$ cat src/rtl/tetris_input_conditioner_pkg.sv
// Shared types and default timing for the button input conditioner.
// Contents: repeat FSM state enum, 25 MHz timing defaults, small helper.
package tetris_input_conditioner_pkg;

   localparam int unsigned CLK_HZ        = 25_000_000;
   localparam int unsigned N_BTN_DEF     = 4;
   localparam int unsigned DEBOUNCE_10MS = CLK_HZ / 100;
   localparam int unsigned DAS_170MS     = (CLK_HZ / 100) * 17;
   localparam int unsigned ARR_50MS      = CLK_HZ / 20;
   localparam logic [3:0]  REPEAT_MASK_DEF = 4'b0111;

   typedef enum logic [1:0] {
      IDLE,
      DELAY,
      REPEAT,
      HELD
   } rep_state_t;

   // Larger of two unsigned values, used to size the shared DAS/ARR timer.
   function automatic int unsigned max_u(input int unsigned a, input int unsigned b);
      return (a > b) ? a : b;
   endfunction

endpackage

$ cat src/rtl/tetris_input_conditioner_if.sv
// Button bus between the raw inputs and the game control path.
// Signals:
//   btn_raw     raw asynchronous button levels, active-high
//   enable      high while the game is running
//   btn_level   debounced button levels
//   btn_press   one-cycle pulse on each debounced 0->1
//   btn_release one-cycle pulse on each debounced 1->0
//   btn_fire    one-cycle move/rotate/drop requests (press + auto-repeat)
// master drives buttons/enable, slave (the conditioner) drives the events.
interface tetris_input_conditioner_if #(
   parameter int unsigned N_BTN = tetris_input_conditioner_pkg::N_BTN_DEF
);

   logic [N_BTN-1:0] btn_raw;
   logic             enable;
   logic [N_BTN-1:0] btn_level;
   logic [N_BTN-1:0] btn_press;
   logic [N_BTN-1:0] btn_release;
   logic [N_BTN-1:0] btn_fire;

   modport master (
      output btn_raw, enable,
      input  btn_level, btn_press, btn_release, btn_fire
   );

   modport slave (
      input  btn_raw, enable,
      output btn_level, btn_press, btn_release, btn_fire
   );

endinterface

$ cat src/rtl/tetris_input_conditioner_btn_debounce.sv
// One button channel front end: 2-FF synchroniser, debounce filter and
// registered press/release pulses.
// Ports:
//   clk, reset_n    game clock, synchronous active-low reset
//   raw             asynchronous raw button level
//   level           debounced level
//   press_pulse     high for the first cycle level shows 1
//   release_pulse   high for the first cycle level shows 0
//   level_c         value level takes at the next edge
//   press_c         press_pulse value at the next edge
// DEBOUNCE_CYC must be >= 2.
module tetris_input_conditioner_btn_debounce #(
   parameter int unsigned DEBOUNCE_CYC = 4
) (
   input  logic clk,
   input  logic reset_n,
   input  logic raw,
   output logic level,
   output logic press_pulse,
   output logic release_pulse,
   output logic level_c,
   output logic press_c
);

   localparam int unsigned      CNT_W    = $clog2(DEBOUNCE_CYC);
   localparam logic [CNT_W-1:0] CNT_LAST = CNT_W'(DEBOUNCE_CYC - 1);

   logic             sync1_q;
   logic             sync2_q;
   logic             level_q;
   logic             press_q;
   logic             release_q;
   logic [CNT_W-1:0] cnt_q;
   logic [CNT_W-1:0] cnt_d;
   logic             flip_c;

   // Count consecutive mismatch cycles; flip on the last one, clear otherwise.
   always_comb begin
      flip_c = 1'b0;
      cnt_d  = '0;
      if (sync2_q != level_q) begin
         if (cnt_q == CNT_LAST) begin
            flip_c = 1'b1;
         end else begin
            cnt_d = cnt_q + CNT_W'(1);
         end
      end
   end

   always_ff @(posedge clk) begin
      if (!reset_n) begin
         sync1_q   <= 1'b0;
         sync2_q   <= 1'b0;
         level_q   <= 1'b0;
         press_q   <= 1'b0;
         release_q <= 1'b0;
         cnt_q     <= '0;
      end else begin
         sync1_q   <= raw;
         sync2_q   <= sync1_q;
         level_q   <= level_q ^ flip_c;
         press_q   <= flip_c & ~level_q;
         release_q <= flip_c & level_q;
         cnt_q     <= cnt_d;
      end
   end

   assign level         = level_q;
   assign press_pulse   = press_q;
   assign release_pulse = release_q;
   assign level_c       = level_q ^ flip_c;
   assign press_c       = flip_c & ~level_q;

endmodule

$ cat src/rtl/tetris_input_conditioner.sv
// Turns raw push-buttons into clean game events: per channel a debouncer
// followed by a Tetris-style auto-repeat FSM (DAS delay, then ARR period).
// Ports:
//   clk      25 MHz game clock
//   reset_n  synchronous active-low reset
//   bus      slave side of the button bus (btn_raw, enable in;
//            btn_level, btn_press, btn_release, btn_fire out)
// Parameters: DEBOUNCE_CYC >= 2, DAS_CYC >= 2, ARR_CYC >= 1;
// REPEAT_MASK bit i = 1 lets button i auto-repeat, 0 fires once per press.
module tetris_input_conditioner
   import tetris_input_conditioner_pkg::*;
#(
   parameter int unsigned      N_BTN        = N_BTN_DEF,
   parameter int unsigned      DEBOUNCE_CYC = DEBOUNCE_10MS,
   parameter int unsigned      DAS_CYC      = DAS_170MS,
   parameter int unsigned      ARR_CYC      = ARR_50MS,
   parameter logic [N_BTN-1:0] REPEAT_MASK  = N_BTN'(REPEAT_MASK_DEF)
) (
   input  logic                        clk,
   input  logic                        reset_n,
   tetris_input_conditioner_if.slave   bus
);

   localparam int unsigned      TMR_W    = $clog2(max_u(DAS_CYC, ARR_CYC));
   localparam logic [TMR_W-1:0] DAS_LAST = TMR_W'(DAS_CYC - 1);
   localparam logic [TMR_W-1:0] ARR_LAST = TMR_W'(ARR_CYC - 1);

   logic [N_BTN-1:0] level_v;
   logic [N_BTN-1:0] press_v;
   logic [N_BTN-1:0] release_v;
   logic [N_BTN-1:0] fire_v;
   logic [N_BTN-1:0] level_c_v;
   logic [N_BTN-1:0] press_c_v;

   for (genvar i = 0; i < int'(N_BTN); i++) begin : g_btn

      tetris_input_conditioner_btn_debounce #(
         .DEBOUNCE_CYC (DEBOUNCE_CYC)
      ) u_deb (
         .clk           (clk),
         .reset_n       (reset_n),
         .raw           (bus.btn_raw[i]),
         .level         (level_v[i]),
         .press_pulse   (press_v[i]),
         .release_pulse (release_v[i]),
         .level_c       (level_c_v[i]),
         .press_c       (press_c_v[i])
      );

      rep_state_t       state_q;
      rep_state_t       state_d;
      logic [TMR_W-1:0] tmr_q;
      logic [TMR_W-1:0] tmr_d;
      logic             fire_q;
      logic             fire_d;

      // Decisions use the debouncer's next-cycle view so the registered fire
      // lines up with the cycle btn_press shows the new press.
      always_comb begin
         state_d = state_q;
         tmr_d   = tmr_q;
         fire_d  = 1'b0;
         if (!bus.enable || !level_c_v[i]) begin
            // Disabled or released: drop back, and never fire on this cycle.
            state_d = IDLE;
            tmr_d   = '0;
         end else begin
            case (state_q)
               IDLE: begin
                  if (press_c_v[i]) begin
                     fire_d  = 1'b1;
                     tmr_d   = '0;
                     state_d = REPEAT_MASK[i] ? DELAY : HELD;
                  end
               end
               DELAY: begin
                  if (tmr_q == DAS_LAST) begin
                     fire_d  = 1'b1;
                     tmr_d   = '0;
                     state_d = REPEAT;
                  end else begin
                     tmr_d = tmr_q + TMR_W'(1);
                  end
               end
               REPEAT: begin
                  if (tmr_q == ARR_LAST) begin
                     fire_d = 1'b1;
                     tmr_d  = '0;
                  end else begin
                     tmr_d = tmr_q + TMR_W'(1);
                  end
               end
               HELD:    state_d = HELD;
               default: state_d = IDLE;
            endcase
         end
      end

      always_ff @(posedge clk) begin
         if (!reset_n) begin
            state_q <= IDLE;
            tmr_q   <= '0;
            fire_q  <= 1'b0;
         end else begin
            state_q <= state_d;
            tmr_q   <= tmr_d;
            fire_q  <= fire_d;
         end
      end

      assign fire_v[i] = fire_q;

   end : g_btn

   assign bus.btn_level   = level_v;
   assign bus.btn_press   = press_v;
   assign bus.btn_release = release_v;
   assign bus.btn_fire    = fire_v;

endmodule

$ cat src/flat_wrapper.sv
// flat-port wrapper written by rule: the top's interface ports become plain ports
module tetris_input_conditioner_flat import tetris_input_conditioner_pkg::*;
#(
   parameter int unsigned      N_BTN        = N_BTN_DEF,
   parameter int unsigned      DEBOUNCE_CYC = DEBOUNCE_10MS,
   parameter int unsigned      DAS_CYC      = DAS_170MS,
   parameter int unsigned      ARR_CYC      = ARR_50MS,
   parameter logic [N_BTN-1:0] REPEAT_MASK  = N_BTN'(REPEAT_MASK_DEF)
)
  (clk, reset_n, bus_btn_raw, bus_enable, bus_btn_level, bus_btn_press, bus_btn_release, bus_btn_fire);
  tetris_input_conditioner_if #(.N_BTN(N_BTN)) bus_i ();
  input  logic clk;
  input  logic reset_n;
  input wire logic [$bits(bus_i.btn_raw)-1:0] bus_btn_raw;
  input wire logic [$bits(bus_i.enable)-1:0] bus_enable;
  output wire logic [$bits(bus_i.btn_level)-1:0] bus_btn_level;
  output wire logic [$bits(bus_i.btn_press)-1:0] bus_btn_press;
  output wire logic [$bits(bus_i.btn_release)-1:0] bus_btn_release;
  output wire logic [$bits(bus_i.btn_fire)-1:0] bus_btn_fire;
  assign bus_i.btn_raw = bus_btn_raw;
  assign bus_i.enable = bus_enable;
  assign bus_btn_level = bus_i.btn_level;
  assign bus_btn_press = bus_i.btn_press;
  assign bus_btn_release = bus_i.btn_release;
  assign bus_btn_fire = bus_i.btn_fire;
  tetris_input_conditioner #(.N_BTN(N_BTN), .DEBOUNCE_CYC(DEBOUNCE_CYC), .DAS_CYC(DAS_CYC), .ARR_CYC(ARR_CYC), .REPEAT_MASK(REPEAT_MASK)) u_core (.clk(clk), .reset_n(reset_n), .bus(bus_i));
endmodule
$ cat config.mk
export PLATFORM = sky130hd
export DESIGN_NAME = tetris_input_conditioner_flat
export DESIGN_NICKNAME = d
export VERILOG_FILES = /design/src/rtl/tetris_input_conditioner_pkg.sv /design/src/rtl/tetris_input_conditioner_if.sv /design/src/rtl/tetris_input_conditioner_btn_debounce.sv /design/src/rtl/tetris_input_conditioner.sv /design/src/flat_wrapper.sv
export SDC_FILE = /design/constraint.sdc
export NUM_CORES = 1
export LEC_CHECK = 0
export BUFFER_PORTS_ARGS = -buffer_cell sky130_fd_sc_hd__buf_2
export CAP_MARGIN = 15
export CORE_ASPECT_RATIO = 1.1
export CORE_MARGIN = 4
export CORE_UTILIZATION = 30
export CTS_BUF_LIST = sky130_fd_sc_hd__clkbuf_2
export DETAILED_ROUTE_END_ITERATION = 6
export PLACE_DENSITY = 0.53
export SLEW_MARGIN = 40
export SYNTH_ARGS = -nofsm -noshare
export SYNTH_HDL_FRONTEND = slang
export SYNTH_HIERARCHICAL = 1
export SYNTH_SLANG_ARGS = --single-unit
$ cat constraint.sdc
create_clock -name clk -period 3.2 [get_ports clk]
set_input_delay 0.48 -clock clk [delete_from_list [all_inputs] [get_ports clk]]
set_output_delay 0.48 -clock clk [all_outputs]
set_load 0.005 [all_outputs]
# Yosys cells after proc, flatten, opt, wreduce, memory -nomap -nowiden
# Index checks and enable logic that the tools add are counted.
[totals]
out_inout_bits = 16
ff_bits = 196
wordCells = 190
in_bits = 7
[op_classes]
addsub = 8
muxes = 52
reduce_logical = 37
eq_ne = 36
n_bitwise = 21
[op_table]
columns = ["cell", "n"]
rows = [
  ["$mux W23", 12],
  ["$pmux W23 S3", 4],
  ["$add A23 B1 Y23 const B", 4],
  ["$eq A23 B21 Y1 const B", 4],
  ["$eq A23 B23 Y1 const B", 4],
  ["$add A18 B1 Y18 const B", 4],
  ["$eq A18 B18 Y1 const B", 4],
  ["$pmux W2 S3", 4],
  ["$reduce_bool A3 Y1", 8],
  ["$mux W1", 20],
  ["$eq A2 B2 Y1 const B", 8],
  ["$mux W2", 8],
  ["$pmux W1 S3", 4],
  ["$reduce_and A3 Y1", 4],
  ["$reduce_or A3 Y1", 4],
  ["$not A1 Y1", 9],
  ["$and A1 B1 Y1", 8],
  ["$eq A2 B1 Y1 const B", 4],
  ["$logic_not A2 Y1", 4],
  ["$ne A2 B1 Y1 const B", 4],
  ["$ne A2 B2 Y1 const B", 4],
  ["$reduce_and A2 Y1", 4],
  ["$reduce_or A2 Y1", 4],
  ["$logic_not A1 Y1", 5],
  ["other kinds (3)", 12],
]

# Logic depth before layout (Yosys ltp)
# Gate-level depths: netlist of run 1.
[logic_depth]
depth_word = 7
ltp_mapped = 12

# Cells and area by module
# Netlist of run 1, hierarchy kept.
[by_module_without_submodules]
columns = ["module", "area_each_um2", "cells_each", "n_inst", "seq_area_each_um2"]
rows = [
  ["tetris_input_conditioner", 5381.4, 630, 1, 2082.0],
  ["tetris_input_conditioner_btn_debounce (u_core.g_btn[0].u_deb ...)", 1023.5, 113, 3, 460.4],
  ["tetris_input_conditioner_btn_debounce (u_core.g_btn[3].u_deb)", 980.9, 108, 1, 460.4],
]

# Worst setup path after synthesis of run 1
# OpenSTA, ideal clock, no wires.
[synth_timing]
path_type = "register to register"
from = "register u_core.g_btn[0].u_deb.cnt_q[9]"
to = "register u_core.g_btn[0].tmr_q[13]"
n_path_buf = 1
stages_incl_launch_ff = 11
slack_ps = 438
t_arrival_ps = 2637
synth_period_minus_slack_ps = 2762
path_cell_list = "dfxtp_1 -> or4b_4 -> nor4_1 -> and2_1 -> nor2b_1 -> nor4b_2 -> and3_1 -> clkbuf_1 -> nand2_1 -> a221oi_1 -> nor3_1"
[synth_lines]
columns = ["item", "line_no", "rtl"]
rows = [
  ["start: declaration", "tetris_input_conditioner_btn_debounce.sv:33", "logic [CNT_W-1:0] cnt_q;"],
  ["start signal: assignment", "tetris_input_conditioner_btn_debounce.sv:64", "cnt_q <= cnt_d;"],
  ["$eq A18 B18 Y1", "tetris_input_conditioner_btn_debounce.sv:42", "if (cnt_q == CNT_LAST) begin"],
  ["$mux W1", "tetris_input_conditioner_btn_debounce.sv:42", ""],
  ["$mux W1", "tetris_input_conditioner_btn_debounce.sv:41", "if (sync2_q != level_q) begin"],
  ["$and A1 B1 Y1", "tetris_input_conditioner_btn_debounce.sv:72", "assign press_c = flip_c & ~level_q;"],
  ["net u_core.press_c_v[0]", "tetris_input_conditioner.sv:33", "logic [N_BTN-1:0] press_c_v;"],
  ["$ne A2 B2 Y1 (no line)", "n/a", ""],
  ["$reduce_and A2 Y1 (no line)", "n/a", ""],
  ["end signal: assignment", "tetris_input_conditioner.sv:106", "tmr_q <= tmr_d;"],
  ["end: declaration", "tetris_input_conditioner.sv:52", "logic [TMR_W-1:0] tmr_q;"],
]
# The timed path passes the listed nets, and every way through them passes these cells.
# A chain may end at the register's enable or synchronous reset.

# Worst setup path in the final report of run 1
[layout_timing]
from = "register u_core.g_btn[0].u_deb.cnt_q[6]"
to = "register u_core.g_btn[0].tmr_q[13]"
# Same word-level chain as after synthesis.

==> impl_metrics.py, run 1 <==
metrics = {
    "worst_setup_path": {
        "cp_num_buf_inv": 0,
        "crit_chain": "nor4b_1, nand3_1, nor4_2, and2_1, nor2b_1, nor4b_4, and3_1, nand2_1, a221oi_1, nor3_1",
        "cp.required_ns": 3.90,
        "reg2reg_to": "u_core/g_btn[0].tmr_q[13]",
        "r2r_slack_ns": 0.39,
        "crit_family": "simple AND/OR/NAND/NOR gates",
        "critPathArrivalTime_ns": 3.51,
        "worst_setup_path_start_kind": "register",
        "crit_path_end_kind": "register",
        "worstReg2RegStart": "u_core/g_btn[0].u_deb/cnt_q[6]",
        "critPathKind": "register to register",
        "critPathSlowestCell": "dfxtp_1",
        "slowest_delay_ns": 0.41,
        "critPathMaxFanout": 6,
        "reg2regPathDepth": 10,
    },
    "cells_and_area": {
        "nNetsFinal": 1148,
        "layout_common_cells": "196 x dfxtp_1, 181 x nor2_1, 84 x nand2_1, 72 x xnor2_1, 68 x nand3_1",
        "drive_gt1_share_pct": 10.23,
        "final_common_cell": "dfxtp_1",
        "syn2layout_area_growth_pct": 9.457,
        "final_util_pct": 33.56,
    },
    "global_routing": {
        "antenna_found_initial": 1,
        "overflow": 0,
        "grt_pass1_vias": 7026,
        "grt_first_pass_wirelength_mm": 32.63,
        "grt.busiest_layer": "met2",
        "met2_usage_pct": 18.26,
        "use_met1_pct": 14.68,
        "grt_max_degree": 26,
        "track_usage_pct": 11.09,
        "grt_use_met3_pct": 2.204,
    },
    "detailed_routing": {
        "post-route-drc-count": 0,
        "routed_wl_mm": 18.38,
        "drt_pass1_iterations": 4,
        "wl_per_cell_um": 11.94,
        "first_iter_violations": 343,
        "ant_nets": 0,
        "viasPerCell": 4.708,
        "num_vias": 7245,
    },
    "floorplanning": {
        "die_area_um2": 34350,
        "die_w_um": 177.1,
        "die_h_um": 194.0,
        "initial_core_util_pct": 30.66,
        "io_pins": 23,
        "coreArea_um2": 30770,
        "rows": 67,
    },
    "sta": {
        "finalSetupTns_ns": 0,
        "layout_min_cycle_time_ns": 2.810,
        "max_freq_mhz": 355.9,
        "clock_skew_ns": 0.04791,
        "slew_viol_final": 0,
        "setup_viol": 0,
        "worst_pin_slew_ns": 0.7232,
        "slew_headroom_pct": 51.78,
        "hold_viol": 0,
        "grt_setup_unrepaired": "false",
        "post-route-period-util_pct": 87.81,
    },
    "clock_tree": {
        "clock_path_buffers": 2,
        "clkSlewWorstSetupHoldPaths_ns": 0.32,
        "cts_max_level": 4,
        "cts_buffers": 17,
        "insertion_delay_ns": 0.79,
        "cts_tree": "done",
        "postCtsSetupRepairBufs": 0,
        "cts_root_buf": "clkbuf_2",
        "cts.sinks": 196,
    },
    "synthesis": {
        "ys_warn_count": 6,
        "syn_nets": 1114,
        "syn_area_per_cell_um2": 8.758,
        "synth_top_family_by_area": "simple AND/OR/NAND/NOR gates",
        "ys_types": 65,
        "synthAdderAreaFrac_pct": 3.979,
        "synthSimpleGateAreaFrac_pct": 32.37,
        "synth-edff-count": 0,
        "syn-cell-area_um2": 9433,
        "seq_area_frac_synth_pct": 41.60,
        "synthFlopType": "dfxtp_1",
        "synth_compound_area_share_pct": 5.677,
        "syn-instance-count": 1077,
        "async_flop_share_pct": 0,
        "synth_seq_cells": 196,
        "synthMuxAreaShare_pct": 1.008,
        "synthXorXnorAreaFrac_pct": 12.35,
    },
    "power_and_ir_drop": {
        "power_density_nw_per_um2": 369.4,
        "p_leak_nw": 3.156,
        "vdd_drop_max_v": 0.0001764,
    },
    "placement": {
        "io_buffers": 22,
        "gp_congestion": 0.7490,
        "hpwl_mm": 13.07,
    },
    "min_path": {
        "holdPathEnd": "u_core/g_btn[0].u_deb/level",
        "hold_path.class": "input pin to register",
        "hold_start": "reset_n",
        "min_path_cells": 3,
    },
    "flow_run": {
        "cap_viol_max_count": 0,
    },
    "run_status": {
        "status": "complete, no violations",
    },
}
[stage by stage]
step / setup WS (ns) / area, um^2 / instances / power (mW) / hold slack, ns
finish: 0.3900 / 10320 / 1539 / 3.814 / 0.1603
global route: 0.05688 / 10320 / 1539 / 4.004 / 0.03378
CTS: 0.1842 / 10290 / 1538 / 3.912 / 0.03275
detailed placement: 0.2301 / 9978 / 1502 / 2.536 / 0.4238
global placement: 0.3429 / 9978 / 1502 / 2.536 / 0.4141
floorplan: 0.4381 / 9433 / 1077 / 2.519 / 0.4118
[registers in the layout, summed over array words and instances (netlist names)]
register and count:
u_core/g_btn.u_deb/sync2_q 4, u_core/g_btn.u_deb/release_pulse 4, u_core/g_btn.u_deb/level 4, u_core/g_btn.u_deb/press_pulse 4, u_core/g_btn.fire_q 4, u_core/g_btn.tmr_q 92, u_core/g_btn.u_deb/sync1_q 4, u_core/g_btn.state_q 8
u_core/g_btn.u_deb/cnt_q 72
[worst register-to-register path, cell delays in order, from the launching register on]
cell      delay [ns]
dfxtp_1         0.41
nor4b_1         0.33
nand3_1         0.23
nor4_2          0.37
and2_1          0.20
nor2b_1         0.12
nor4b_4         0.35
and3_1          0.23
nand2_1         0.08
a221oi_1        0.31
nor3_1          0.09
[synthesized netlist by cell type (all sizes together), types with 4 or more instances]
master | n | area share [%]
xor2 | 61 | 5.7
nor2 | 182 | 7.3
nand4 | 35 | 2.6
mux2i | 5 | 0.53
o31ai | 4 | 0.37
and2 | 16 | 1.1
nor3b | 4 | 0.32
a211oi | 4 | 0.32
nand3 | 69 | 3.7
mux2 | 4 | 0.48
o21ai | 17 | 1.3
or3 | 9 | 0.76
dfxtp | 196 | 42
buf | 18 | 1.6
ha | 30 | 4.0
a21oi | 25 | 1.3
xnor2 | 72 | 6.7
nor3 | 37 | 2.0
clkbuf | 4 | 0.16
inv | 32 | 1.3
or4 | 8 | 0.68
o21a | 4 | 0.32
nand2 | 85 | 3.4
nor2b | 17 | 1.1
or2 | 12 | 0.80
nor4b | 9 | 0.90
and3 | 32 | 2.1
and4 | 8 | 0.74
or4b | 7 | 0.86
nand3b | 5 | 0.40
nor4 | 36 | 2.7
[routing by layer]
metal  routed length, um  share of wire [%]
met2                8584                 47
met1                9175                 50
met3                 360                2.0
met4                 259                1.4
met5                   0                  0
[power by group]
part	switching [mW]	internal, mW
clock network	0.975	0.339
registers	0.00334	2.46
logic	0.0228	0.0132
[area by class of cell]
type	instances	area (um^2)
Fill cell	3244	20440
Clock inverter	15	188.9
Inverter	32	120.1
Antenna cell	1	2.502
Timing Repair Buffer	37	232.7
Sequential cell	196	3924
Clock buffer	17	85.08
Tap cell	414	518.0
Multi-Input combinational cell	827	5254
[logic make-up after synthesis]
group	after synthesis
fa+ha+maj	30
flops	196
mux	9
simple gates	582
compound gates	73
xor+xnor	133
buf+inv	54
[what timing repair did]
action,CTS,global route
hold buffers,4,0
hold endpoints to repair,4,0
endpoints found under the setup margin,0,13
resized for setup,0,5
[worst max path at each step]
stage	cells past startpoint	start	to
4_1_cts	10	u_core/g_btn[0].u_deb/cnt_q[6]	u_core/g_btn[0].tmr_q[13]
6_report	10	u_core/g_btn[0].u_deb/cnt_q[6]	u_core/g_btn[0].tmr_q[13]
3_3_place_gp	9	u_core/g_btn[2].u_deb/cnt_q[9]	u_core/g_btn[2].tmr_q[21]
3_5_place_dp	10	u_core/g_btn[0].u_deb/cnt_q[5]	u_core/g_btn[0].tmr_q[13]
2_1_floorplan	10	u_core/g_btn[0].u_deb/cnt_q[9]	u_core/g_btn[0].tmr_q[13]
5_1_grt	10	u_core/g_btn[1].u_deb/cnt_q[5]	u_core/g_btn[1].tmr_q[19]
No activity file was read; power rests on OpenSTA's default activity.
==> run 2, diff against run 1 <==
- RECOVER_POWER: not set -> 50
==> impl_metrics.py, run 2 (synthesized netlist as in run 1, its figures left out) <==
metrics = {
    "global_routing": {
        "grt_max_degree": 26,
        "antenna_found_initial": 1,
        "grt_pass1_vias": 7026,
        "grt_first_pass_wirelength_mm": 32.63,
        "track_usage_pct": 11.09,
        "overflow": 0,
    },
    "clock_tree": {
        "postCtsSetupRepairBufs": 0,
        "cts.sinks": 196,
        "insertion_delay_ns": 0.79,
        "cts_max_level": 4,
        "cts_buffers": 17,
        "clkSlewWorstSetupHoldPaths_ns": 0.32,
        "cts_root_buf": "clkbuf_2",
        "cts_tree": "done",
        "clock_path_buffers": 2,
    },
    "sta": {
        "layout_min_cycle_time_ns": 2.825,
        "finalSetupTns_ns": 0,
        "setup_viol": 0,
        "holdWs_ns": 0.1720,
        "hold_viol": 0,
        "slew_headroom_pct": 15.25,
        "grt_setup_unrepaired": "false",
        "max_freq_mhz": 354.0,
        "post-route-period-util_pct": 88.27,
        "slew_viol_final": 0,
        "clock_skew_ns": 0.04929,
        "worst_pin_slew_ns": 1.263,
    },
    "floorplanning": {
        "io_pins": 23,
        "initial_core_util_pct": 30.66,
        "die_h_um": 194.0,
        "coreArea_um2": 30770,
        "die_w_um": 177.1,
        "die_area_um2": 34350,
        "rows": 67,
    },
    "detailed_routing": {
        "met2_length_mm": 8.578,
        "num_vias": 7230,
        "first_iter_violations": 355,
        "highest_layer": "met4",
        "wl_per_cell_um": 11.94,
        "wl_met1_mm": 9.215,
        "drt_pass1_iterations": 4,
        "post-route-drc-count": 0,
        "wl_met3_um": 322,
        "routed_wl_mm": 18.38,
        "ant_nets": 0,
        "viasPerCell": 4.698,
    },
    "cells_and_area": {
        "layout_common_cells": "196 x dfxtp_1, 182 x nor2_1, 84 x nand2_1, 72 x xnor2_1, 68 x nand3_1",
        "fill_cells": 3256,
        "nNetsFinal": 1148,
        "final_util_pct": 33.29,
        "largest_reg_flops": 92,
        "final_common_cell": "dfxtp_1",
        "drive_gt1_share_pct": 8.363,
        "final_cell_area_um2": 10240,
        "syn2layout_area_growth_pct": 8.569,
        "largest-register": "u_core/g_btn.tmr_q",
        "reg_top3": "u_core/g_btn.tmr_q x92, u_core/g_btn.u_deb/cnt_q x72, u_core/g_btn.state_q x8",
    },
    "placement": {
        "gp_congestion": 0.7490,
        "io_buffers": 22,
        "hpwl_mm": 13.07,
        "placed_area_um2": 9978,
    },
    "power_and_ir_drop": {
        "total_power_mw": 3.812,
        "vdd_drop_max_v": 0.0001767,
        "power_density_nw_per_um2": 372.2,
        "p_leak_nw": 3.080,
    },
    "worst_setup_path": {
        "worst_setup_path_start_kind": "register",
        "slowest_delay_ns": 0.59,
        "crit_chain": "or4b_1, nor4_1, mux2_2, nand3_1, nor4b_1, o21ai_0, o21ai_0",
        "critPathSlowestCell": "or4b_1",
        "path_common_cell": "o21ai_0",
        "critPathMaxFanout": 10,
        "crit_path_end_kind": "register",
        "crit_family": "simple AND/OR/NAND/NOR gates",
        "cp_num_buf_inv": 0,
        "critPathKind": "register to register",
        "critPathArrivalTime_ns": 3.54,
        "cp.required_ns": 3.92,
    },
    "run_status": {
        "status": "complete, no violations",
    },
    "min_path": {
        "hold_path.class": "input pin to register",
    },
    "flow_run": {
        "cap_viol_max_count": 0,
    },
}
[run 2: final cells by class]
class                           count  area [um^2]  area share (%)
Multi-Input combinational cell    827         5191           50.69
Antenna cell                        1        2.502         0.02443
Tap cell                          414        518.0           5.058
Sequential cell                   196         3924           38.31
Timing Repair Buffer               37        211.5           2.065
Clock inverter                     15        188.9           1.845
Inverter                           32        120.1           1.173
Clock buffer                       17        85.08          0.8308
[run 2: through the flow]
step                std cells  setup slack [ns]
finish                   1539            0.3752
global placement         1502            0.3429
global route             1539           0.09025
detailed placement       1502            0.2301
floorplan                1077            0.4381
CTS                      1538            0.1842
[run 2: where the power goes]
part / switching [mW] / internal [mW]
registers: 0.00332 / 2.46
clock network: 0.975 / 0.339
logic: 0.0223 / 0.0116
total: 1.00 / 2.81
[run 2: final timing paths]
check	depth (start not counted)	startpoint	slack, ns	end
min reg2reg	1	u_core/g_btn[1].u_deb/cnt_q[0]	0.47	u_core/g_btn[1].u_deb/cnt_q[0]
max reg2reg	7	u_core/g_btn[2].u_deb/cnt_q[9]	0.38	u_core/g_btn[2].tmr_q[14]
max	7	u_core/g_btn[2].u_deb/cnt_q[9]	0.38	u_core/g_btn[2].tmr_q[14]
min	3	bus_enable	0.17	u_core/g_btn[1].state_q[0]
[run 2: what timing repair did]
action,CTS,global route
hold endpoints to repair,4,0
endpoints found under the setup margin,0,13
hold buffers,4,0
resized for setup,0,5
[run 2: metal layers]
layer  global-route usage [%]  up-vias
met2                    18.26       45
met5                        0        -
met3                    2.204       16
met1                    14.68     3379
li1                         -     3790
met4                    3.382        0
[run 2: worst register-to-register path: stages (launching register included)]
cell and delay [ns]:
dfxtp_1 0.42, or4b_1 0.59, nor4_1 0.51, mux2_2 0.28
nand3_1 0.31, nor4b_1 0.44, o21ai_0 0.13, o21ai_0 0.09
==> run 3, diff against run 2 <==
==> constraint.sdc (replaced) <==
create_clock -name clk -period 3.3 [get_ports clk]
set_input_delay 0.66 -clock clk [delete_from_list [all_inputs] [get_ports clk]]
set_output_delay 0.66 -clock clk [all_outputs]
set_load 0.005 [all_outputs]
==> impl_metrics.py, run 3 (synthesized netlist as in run 1, its figures left out) <==
metrics = {
    "sta": {
        "finalSetupTns_ns": 0,
        "slew_viol_final": 0,
        "post-route-period-util_pct": 89.57,
        "slew_headroom_pct": 14.04,
        "layout_min_cycle_time_ns": 2.956,
        "setup_ws_ns": 0.3443,
        "hold_viol": 0,
        "setup_viol": 0,
        "worst_pin_slew_ns": 1.281,
        "max_freq_mhz": 338.3,
        "clock_skew_ns": 0.03802,
        "grt_setup_unrepaired": "false",
    },
    "worst_setup_path": {
        "critPathSlowestCell": "or4b_1",
        "worstReg2RegStart": "u_core/g_btn[2].u_deb/cnt_q[9]",
        "cp.required_ns": 3.99,
        "crit_start": "u_core/g_btn[2].u_deb/cnt_q[9]",
        "crit_path_end_kind": "register",
        "slowest_delay_ns": 0.58,
        "worst_setup_path_start_kind": "register",
        "critPathMaxFanout": 5,
        "critPathKind": "register to register",
        "critPathArrivalTime_ns": 3.65,
        "crit_chain": "or4b_1, nor4_1, and2_1, nor2b_1, nor4_1, and3_1, and3_1, xnor2_1, nor2_1",
    },
    "clock_tree": {
        "insertion_delay_ns": 0.78,
        "cts_tree": "done",
        "cts_max_level": 4,
        "cts_root_buf": "clkbuf_2",
        "cts_buffers": 17,
        "clock_path_buffers": 2,
        "clkSlewWorstSetupHoldPaths_ns": 0.32,
        "cts.sinks": 196,
    },
    "power_and_ir_drop": {
        "p_leak_nw": 3.048,
        "vdd_drop_max_v": 0.0001569,
        "power_density_nw_per_um2": 350.7,
    },
    "cells_and_area": {
        "syn2layout_area_growth_pct": 7.706,
        "multi_input_area_um2": 5167,
        "drive_gt1_share_pct": 7.925,
        "fill_cells": 3288,
        "largest-register": "u_core/g_btn.tmr_q",
        "largest_reg_flops": 92,
        "layout_common_cells": "196 x dfxtp_1, 182 x nor2_1, 85 x nand2_1, 72 x xnor2_1, 68 x nand3_1",
        "nNetsFinal": 1147,
        "reg_top3": "u_core/g_btn.tmr_q x92, u_core/g_btn.u_deb/cnt_q x72, u_core/g_btn.state_q x8",
        "final_common_cell": "dfxtp_1",
        "seq_area_um2": 3924,
    },
    "detailed_routing": {
        "post-route-drc-count": 0,
        "routed_wl_mm": 18.45,
        "num_vias": 7203,
        "drt_pass1_iterations": 5,
        "ant_nets": 0,
        "first_iter_violations": 388,
        "viasPerCell": 4.683,
        "wl_per_cell_um": 12.00,
    },
    "global_routing": {
        "track_usage_pct": 11.23,
        "grt_pass1_vias": 7028,
        "overflow": 0,
        "grt_first_pass_wirelength_mm": 33.04,
        "grt_max_degree": 24,
        "antenna_found_initial": 2,
    },
    "floorplanning": {
        "initial_core_util_pct": 30.66,
        "die_h_um": 194.0,
        "die_area_um2": 34350,
        "coreArea_um2": 30770,
        "rows": 67,
        "die_w_um": 177.1,
        "io_pins": 23,
    },
    "placement": {
        "gp_congestion": 0.7404,
        "hpwl_mm": 13.24,
        "dpl_worst_slack_ns": 0.3491,
        "io_buffers": 22,
    },
    "min_path": {
        "hold_start": "bus_enable",
        "hold_path.class": "input pin to register",
    },
    "run_status": {
        "status": "complete, no violations",
    },
    "flow_run": {
        "cap_viol_max_count": 0,
    },
}
[run 3: changes by cell type in the layout (fill, tap and decap cells not counted), moves of 2 or more]
cell,delta
buf_2,-2
clkinv_8,-4
nor4_1,+2
nor4_2,-2
inv_8,+2
[run 3: what timing repair did]
| action | 4_1_cts | 5_1_grt |
|---|---|---|
| setup buffers | 0 | 0 |
| hold endpoints to repair | 4 | 0 |
| hold buffers | 4 | 0 |
| setup endpoints to repair | 0 | 1 |
| resized for setup | 0 | 1 |
[run 3: area by class of cell]
class,instances,share of cell area (%)
inverter,32,1.182
timing repair buffer,36,2.020
multi-input combinational,827,50.86
clock buffer,17,0.8374
clock inverter,15,1.355
sequential,196,38.62
tap,414,5.099
antenna,1,0.02463
[run 3: critical path: cells and delay by family, from the launching register on]
kind,cells,cell delay [ns]
flip-flops,1,0.42
XOR/XNOR,1,0.11
AND/OR/NAND/NOR,8,2.34
[run 3: worst paths after layout]
path	end	slack (ns)	cells past startpoint
worst min register to register	u_core/g_btn[2].u_deb/cnt_q[0]	0.47	1
worst min-delay path	u_core/g_btn[1].state_q[1]	0.33	3
worst max-delay path	u_core/g_btn[2].tmr_q[15]	0.34	9
worst max register to register	u_core/g_btn[2].tmr_q[15]	0.34	9
[run 3: per-layer routing]
metal,routed length (um),GRT usage (%),part of all wire (%),vias to the layer above
li1,-,-,-,3799
met3,363,2.340,2.0,12
met1,9228,14.71,50,3349
met4,199,3.439,1.1,2
met2,8646,18.57,47,41
met5,13,0,0.070,-
[run 3: power breakdown]
| part | internal [mW] | leakage, nW | total (mW) | switching, mW |
|---|---|---|---|---|
| Combinational | 0.0112 | 1.33 | 0.0326 | 0.0214 |
| Clock | 0.239 | 0.136 | 1.14 | 0.904 |
| Sequential | 2.38 | 1.58 | 2.39 | 0.00338 |
[run 3: through the flow]
step,cell area (um^2),hold WS [ns],power [mW],std cells,util [%]
after global placement,9971,0.4144,2.460,1501,32.41
after detailed placement,9971,0.4208,2.460,1501,32.41
after CTS,10230,0.1777,3.664,1537,33.26
final,10160,0.3295,3.563,1538,33.02
after global routing,10160,0.2269,3.757,1538,33.02
after floorplan,9433,0.4118,2.443,1077,-
